===== src/rtl/alarm_bell.sv =====
// alarm_bell: alarm-time editor, alarm ring FSM with blink, and hourly chime.
// Asynchronous inputs are synchronised and edge-detected in the clk domain.
module alarm_bell #(
  parameter int RING_SEC  = 60,
  parameter int CHIME_SEC = 3
) (
  input  logic        clk,
  input  logic        clr,
  input  logic        cp1hz,
  input  logic [23:0] time_bcd,
  input  logic        set,
  input  logic [3:0]  adj,
  input  logic        alm_en,
  input  logic        stop,
  output logic [15:0] alarm_bcd,
  output logic [2:0]  led
);
  typedef enum logic {IDLE, RING} state_t;

  state_t      r_state;
  logic [6:0]  r_s1, r_s2;
  logic [5:0]  r_d;
  logic [15:0] r_alarm;
  logic [7:0]  r_rcnt;
  logic        r_blink, r_led0;
  logic [3:0]  r_chime;

  logic [5:0]  w_pulse;
  logic        w_tick, w_stop_p, w_set, w_match;
  logic [3:0]  w_adj_p, w_m1, w_m10, w_h1, w_h10;
  logic [15:0] w_alarm_nx;

  // Bit order {set, stop, adj[3:0], cp1hz}; set needs no edge detector.
  assign w_pulse  = r_s2[5:0] & ~r_d;
  assign w_tick   = w_pulse[0];
  assign w_adj_p  = w_pulse[4:1];
  assign w_stop_p = w_pulse[5];
  assign w_set    = r_s2[6];
  assign {w_h10, w_h1, w_m10, w_m1} = r_alarm;
  assign w_match  = (time_bcd[23:8] == r_alarm) && (time_bcd[7:0] == 8'h00);

  always_comb begin
    w_alarm_nx = r_alarm;
    if (w_set) begin
      if (w_adj_p[0])
        w_alarm_nx[3:0] = (w_m1 == 4'd9) ? 4'd0 : w_m1 + 4'd1;
      else if (w_adj_p[1])
        w_alarm_nx[7:4] = (w_m10 == 4'd5) ? 4'd0 : w_m10 + 4'd1;
      else if (w_adj_p[2])
        w_alarm_nx[11:8] = (w_h1 == 4'd9 || (w_h10 == 4'd2 && w_h1 == 4'd3)) ? 4'd0 : w_h1 + 4'd1;
      else if (w_adj_p[3]) begin
        w_alarm_nx[15:12] = (w_h10 == 4'd2) ? 4'd0 : w_h10 + 4'd1;
        // Entering the 20s clamps h1 so the time stays at or below 23:59.
        if (w_h10 == 4'd1 && w_h1 > 4'd3) w_alarm_nx[11:8] = 4'd3;
      end
    end
  end

  always_ff @(posedge clk or negedge clr) begin
    if (!clr) begin
      r_state <= IDLE;
      r_s1    <= '0;
      r_s2    <= '0;
      r_d     <= '0;
      r_alarm <= '0;
      r_rcnt  <= '0;
      r_blink <= 1'b0;
      r_led0  <= 1'b0;
      r_chime <= '0;
    end else begin
      r_s1    <= {set, stop, adj, cp1hz};
      r_s2    <= r_s1;
      r_d     <= r_s2[5:0];
      r_alarm <= w_alarm_nx;
      if (r_state == IDLE) begin
        if (w_tick && alm_en && !w_set && w_match) begin
          r_state <= RING;
          r_rcnt  <= 8'(RING_SEC);
          r_blink <= 1'b1;
          r_led0  <= 1'b1;
        end
      end else if (w_stop_p || !alm_en || w_set || (w_tick && r_rcnt == 8'd1)) begin
        r_state <= IDLE;
        r_rcnt  <= '0;
        r_blink <= 1'b0;
        r_led0  <= 1'b0;
      end else if (w_tick) begin
        r_rcnt  <= r_rcnt - 8'd1;
        r_blink <= ~r_blink;
        r_led0  <= ~r_blink;
      end
      if (w_tick)
        r_chime <= (time_bcd[15:0] == 16'h0000) ? 4'(CHIME_SEC) :
                   (r_chime != 4'd0) ? r_chime - 4'd1 : 4'd0;
    end
  end

  assign alarm_bcd = r_alarm;
  assign led       = {w_set, r_chime != 4'd0, r_led0};
endmodule


===== config.mk =====
export PLATFORM = sky130hd
export DESIGN_NAME = alarm_bell
export DESIGN_NICKNAME = d
export VERILOG_FILES = /design/src/rtl/alarm_bell.sv
export SDC_FILE = /design/constraint.sdc
export NUM_CORES = 1
export LEC_CHECK = 0
export ABC_CLOCK_PERIOD_IN_PS = 2420
export CAP_MARGIN = 10
export CORE_MARGIN = 5
export CORE_UTILIZATION = 30
export CTS_BUF_LIST = sky130_fd_sc_hd__clkbuf_16
export CTS_CLUSTER_SIZE = 20
export DETAILED_ROUTE_END_ITERATION = 7
export PLACE_DENSITY = 0.58
export SETUP_SLACK_MARGIN = 0.2
export SYNTH_ARGS = -nofsm -noshare
export SYNTH_HDL_FRONTEND = slang
export SYNTH_SLANG_ARGS = --single-unit

===== constraint.sdc =====
create_clock -name clk -period 2.42 [get_ports clk]
set_clock_uncertainty 0.15 [all_clocks]
set_input_delay 0.484 -clock clk [delete_from_list [all_inputs] [get_ports clk]]
set_output_delay 0.484 -clock clk [all_outputs]
set_load 0.005 [all_outputs]

After elaboration in Yosys (flattened, before gate mapping)
Cells that the tools add are included.
{ "word_totals": {"register_bits": 50} }
{ "op_classes": {"addsub": 6, "magnitude_cmp": 1, "n_eq_ne": 9, "mux": 20, "bitwise": 6, "reduce_logical": 24} }
{ "op_table": {"columns": ["cell", "count"], "rows": [
  ["4-bit two-way mux", 9],
  ["8-bit two-way mux", 4],
  ["4-bit by 1-bit adder with 4-bit output, second input constant", 4],
  ["16-bit == test", 1],
  ["16-bit zero test", 1],
  ["5-bit AND reduction", 2],
  ["4-bit by 2-bit == test with 1-bit output, second input constant", 2],
  ["4-bit == test, second input constant", 2],
  ["8-bit by 1-bit == test with 1-bit output, second input constant", 1],
  ["8-bit zero test", 1],
  ["8-bit by 1-bit subtractor with 8-bit output, second input constant", 1],
  ["1-bit logical AND", 7],
  ["1-bit two-way mux", 7],
  ["6-bit AND", 1],
  ["6-bit NOT", 1],
  ["2-bit nonzero test", 3],
  ["4-bit by 1-bit == test with 1-bit output, second input constant", 1],
  ["4-bit by 3-bit == test with 1-bit output, second input constant", 1],
  ["4-bit by 2-bit > comparator with 1-bit output, second input constant", 1],
  ["1-bit logical OR", 4],
  ["1-bit NOT", 4],
  ["2-bit AND reduction", 2],
  ["4-bit nonzero test", 1],
  ["4-bit by 1-bit subtractor with 4-bit output, second input constant", 1],
  ["3 further kinds", 4]
]} }

Depth between registers and ports, before layout
{ "logic_depth": {"depth_word": 7, "mapped_depth": 7} }

Worst setup path after synthesis
OpenSTA, ideal clock, no wires.
{ "synth_path": {"kind": "reg2reg", "from": "reg r_s2[6]", "to": "reg r_led0", "arrival_time_ns": 1.855, "required_ns": 2.145, "slack_ns": 0.290, "path_stages_with_launch": 7, "path_buffers": 2, "period_less_slack_ns": 2.130, "cell_sequence": "dfrtp_1 clkbuf_1 nand2b_4 o31ai_1 o21a_1 buf_6 mux2_2"} }
{ "synth_between": {"elab_chain_len": 5, "elab_cells_between_ends": 10} }
{ "synth_rtl": {"columns": ["element", "line", "text"], "rows": [
  ["from (decl)", "21", "logic [6:0] r_s1, r_s2;"],
  ["from (signal assigned)", "72", "r_s2 <= r_s1;"],
  ["1-bit zero test", "76", "if (w_tick && alm_en && !w_set && w_match) begin"],
  ["1-bit logical AND (2 in a row)", "76", null],
  ["2-bit nonzero test (no source line)", null, null],
  ["2-bit AND reduction (no source line)", null, null],
  ["to (signal assigned)", "90", "r_led0 <= ~r_blink;"],
  ["to (decl)", "25", "logic r_blink, r_led0;"]
]} }
Several ways; a longest one is shown, not always the timed one.
A chain may end at the register's enable or synchronous reset.

Final worst setup path
{ "layout_path": {"from": "in time_bcd[1]", "to": "reg r_rcnt[7]"} }
{ "layout_between": {"elab_chain_len": 5} }
{ "layout_rtl": {"columns": ["element", "line", "text"], "rows": [
  ["from (decl)", "10", "input logic [23:0] time_bcd,"],
  ["8-bit zero test", "40", "assign w_match = (time_bcd[23:8] == r_alarm) && (time_bcd[7:0] == 8'h00);"],
  ["1-bit logical AND", "40", null],
  ["1-bit logical AND", "76", null],
  ["2-bit nonzero test (no source line)", null, null],
  ["2-bit AND reduction (no source line)", null, null],
  ["to (signal assigned)", "78", "r_rcnt <= 8'(RING_SEC);"],
  ["to (signal assigned)", "88", "r_rcnt <= r_rcnt - 8'd1;"],
  ["to (decl)", "24", "logic [7:0] r_rcnt;"]
]} }
No other way between the ends.

==> key figures <==
Critical path
  – Startpoint types: input port
  – Critical path endpoint category: flop
  – R2R depth: 6
  – Worst Path Required: 2470 ps
  – FF-to-FF End: r_rcnt[4]$_DFFE_PN0P_
  – Crit path cell chain: clkdlybuf4s50_1 > nor4_2 > and3_1 > nand4_1 > o21a_2 > buf_4 > o31ai_1
  – Max incr delay on CP: 420 ps
  – Data arrival, critical path: roughly 2200 ps
  – Critical Path Slowest Stage Cell: clkdlybuf4s50_1
  – Critical path type: input port to flop
  – Crit-path max FO: 5
  – Reg2reg start: r_rcnt[4]$_DFFE_PN0P_
  – R2R Setup Slk: around 300 ps

STA
  – Slew HR: roughly three fifths
  – Setup TNS: 0 ps
  – Final Hold Viols: 0
  – Tcrit/Tclk final: 89.3%
  – Minimum clock period: between 2000 and 2500 ps
  – Slew @ Worst Pin: 587 ps
  – Slew Viols, Final: 0
  – Min Hold Slack: roughly 38 ps
  – Setup violators final: 0
  – RSZ-0062 raised after global routing: yes
  – F_max: roughly 460 MHz

Synth
  – Ys async rst share: between 90% and 100%
  – Synth Register Bits: 50
  – Yosys top cell by area: dfrtp_1
  – Ys Warns: 0
  – Synth Flop Type: dfrtp_1
  – Area share of the largest cell type after synthesis: between 50% and 60%
  – EDFF count, synth: 0
  – Sequential area share after synthesis: 50.9%
  – Synth Instances: ~230
  – Mapped Nets: roughly 260
  – Synth Area per Inst: approximately 11 sq um
  – Synth unique cells: ~50
  – Netlist Area Pre-Place: about 2500 sq um
  – Top cells by area, synth: dfrtp_1, xor2_1, xnor2_1

Routing
  – Final ANT Viol Nets: 0
  – Top Layer Used: met4
  – Met3 Wirelength: 278 microns
  – Met2 WL: ~2.8 mm
  – Pre-antenna DRT Iters: 4
  – DR vias: 1981
  – M1 WL: approximately 2.6 mm
  – WL per Instance: 14.5 microns
  – Routed WL: 5.77 mm
  – Post-route DRC violation count: 0
  – DR vias/cell: slightly below 5
  – Initial DRC Count: 51

Final layout
  – Core Util, Final: 41.6%
  – Share of cells above drive strength 1: between 10% and 20%
  – Area grow syn2layout: 37.1%
  – # diodes: 0
  – Final net count: roughly 330

Floorplanning
  – Die area: a little over 10000 sq um
  – Die Y-Extent: between 100 and 150 microns
  – Core Footprint: ~8100 sq um
  – Die width: 101 microns
  – Site Rows: 33
  – Initial Util: between 30% and 40%
  – Io pins: 53

Power
  – Worst VDD drop: roughly 0.00047 V
  – Pwr/cell area: approximately 800 nW/um^2
  – Internal: 1.83 mW
  – Switching power: ~0.86 mW
  – Flop pwr share: between 40% and 50%
  – Leakage power: about 1.4 nW
  – Clock Power Share: 26.8%
  – Comb power frac: 29.0%
  – Power Total: about 2.7 mW
  – Switching share of power: between 30% and 40%

Clocking
  – Root buffer cell: clkbuf_16
  – Clock Sinks: 50
  – Clock Latency Late Sink: about 290 ps
  – Clk slew on worst S/H paths: approximately 70 ps
  – CTS buffer count: 5
  – CTS tree: yes
  – Clock buffer depth: 2
  – H-tree depth: 2

Global route
  – Initial antenna violation count: 0
  – Total congestion overflow: 0
  – Vias in the first global route: ~1900
  – First-pass GRT wire length: 9.41 mm
  – Largest net degree at the start of global routing: 27
  – Total track usage: a little under an eighth

Run
  – MaxCap Viol Count: 0

Placement
  – Port bufs: 52
  – Routability cong.: 0.832
  – Detail Placement HPWL: 4.45 mm

Outcome
  – Status: complete, no violations

Hold path
  – Worst min path class: input port to async pin
power groups by stage:
stage          combinational (mW)  sequential [mW]  clock, mW
6_report                    0.779             1.18      0.720
5_1_grt                     0.866             1.22      0.778
4_1_cts                     0.791             1.19      0.743
3_5_place_dp                0.790             1.20          0
3_3_place_gp                0.778             1.20          0
2_1_floorplan               0.393             1.15          0
worst max-delay path, delay by kind of cell:
kind            cells  cell delay (ps)
simple gates        3              700
buf+inv             2              560
compound gates      2              460
cells in the final DEF, fill, tap and decap left out, types with 5 or more instances in the layout:
| cell | count |
|---|---|
| xor2_1 | 15 |
| nand2b_1 | 7 |
| o21ai_0 | 10 |
| dfrtp_1 | 50 |
| o31ai_1 | 5 |
| nand3_1 | 10 |
| nor2b_1 | 8 |
| clkbuf_16 | 5 |
| buf_4 | 15 |
| nor2_1 | 10 |
| nand4_1 | 6 |
| nor3_1 | 6 |
| inv_1 | 7 |
| nand2_1 | 13 |
| xnor2_1 | 7 |
| clkdlybuf4s50_1 | 49 |
layout make-up:
| class | instances | area [sq um] |
|---|---|---|
| clock buffer | 5 | 125 |
| clock inverter | 3 | 28.8 |
| fill | 792 | 4720 |
| inverter | 7 | 26.3 |
| multi-input combinational | 161 | 1160 |
| sequential | 50 | 1250 |
| tap | 105 | 131 |
| timing repair buffer | 68 | 649 |
logic make-up after synthesis:
kind of cell	after synthesis	synth area share (%)
and+or+nand+nor	85	20.9
DFF	50	50.9
AOI/OAI and AO/OA	47	13.9
xor gates and xnor gates	23	8.20
buffers and inverters	14	3.21
adders and majority gates	4	2.04
muxes	2	0.916
repair_timing:
item	in CTS	in global routing
hold buffers	0	0
hold endpoints to repair	0	0
setup buffers	1	0
setup endpoints to repair	4	9
pin swaps	1	4
gates resized for setup	2	6
flip-flops by register name, indices dropped and copies added, names as in the netlist:
register   flops
r_s1           7
r_state        1
r_chime        4
r_s2           7
alarm_bcd     16
r_rcnt         8
r_led0         1
r_d            6
per-stage QoR:
step | instances | setup WS, ps | cell area (sq um)
after floorplan | 225 | 290 | 2460
after global placement | 390 | -95.1 | 3180
after detailed placement | 390 | -92.3 | 3180
after CTS | 399 | 224 | 3340
after global routing | 399 | 160 | 3370
final | 399 | 259 | 3370
synth_stat cells (2+ instances only):
library cell and number:
a21oi_1 4, a31oi_1 2, buf_4 3, buf_6 2
clkbuf_1 2, dfrtp_1 50, ha_1 4, inv_1 7
mux2_2 2, nand2_1 13, nand2b_1 7, nand3_1 10
nand4_1 6, nor2_1 11, nor2b_1 8, nor3_1 7
nor4_1 5, nor4_2 2, nor4b_1 3, o211ai_1 4
o21a_1 2, o21ai_0 10, o221ai_1 4, o22a_1 2
o31a_1 3, o31ai_1 5, o41ai_1 2, or3_1 3
xnor2_1 7, xor2_1 16
metal layers:
| metal | track usage, % | vias to the layer above |
|---|---|---|
| met1 | 15.3 | 969 |
| met4 | 4.46 | 0 |
| met5 | 0 | - |
| li1 | - | 957 |
| met2 | 19.4 | 45 |
| met3 | 3.11 | 10 |
worst max path at each step:
| stage | startpoint | end | slack (ps) | cells after the start |
|---|---|---|---|---|
| after floorplan | r_s2[6]$_DFF_PN0_ | r_led0$_DFFE_PN0P_ | 290 | 6 |
| after global placement | time_bcd[0] | r_rcnt[7]$_DFFE_PN0P_ | -100 | 7 |
| after detailed placement | time_bcd[0] | r_rcnt[7]$_DFFE_PN0P_ | -90 | 7 |
| after CTS | time_bcd[0] | r_rcnt[7]$_DFFE_PN0P_ | 220 | 7 |
| after global routing | time_bcd[1] | r_rcnt[7]$_DFFE_PN0P_ | 160 | 7 |
| final | time_bcd[1] | r_rcnt[7]$_DFFE_PN0P_ | 260 | 7 |
(Power assumes the default switching activity.)
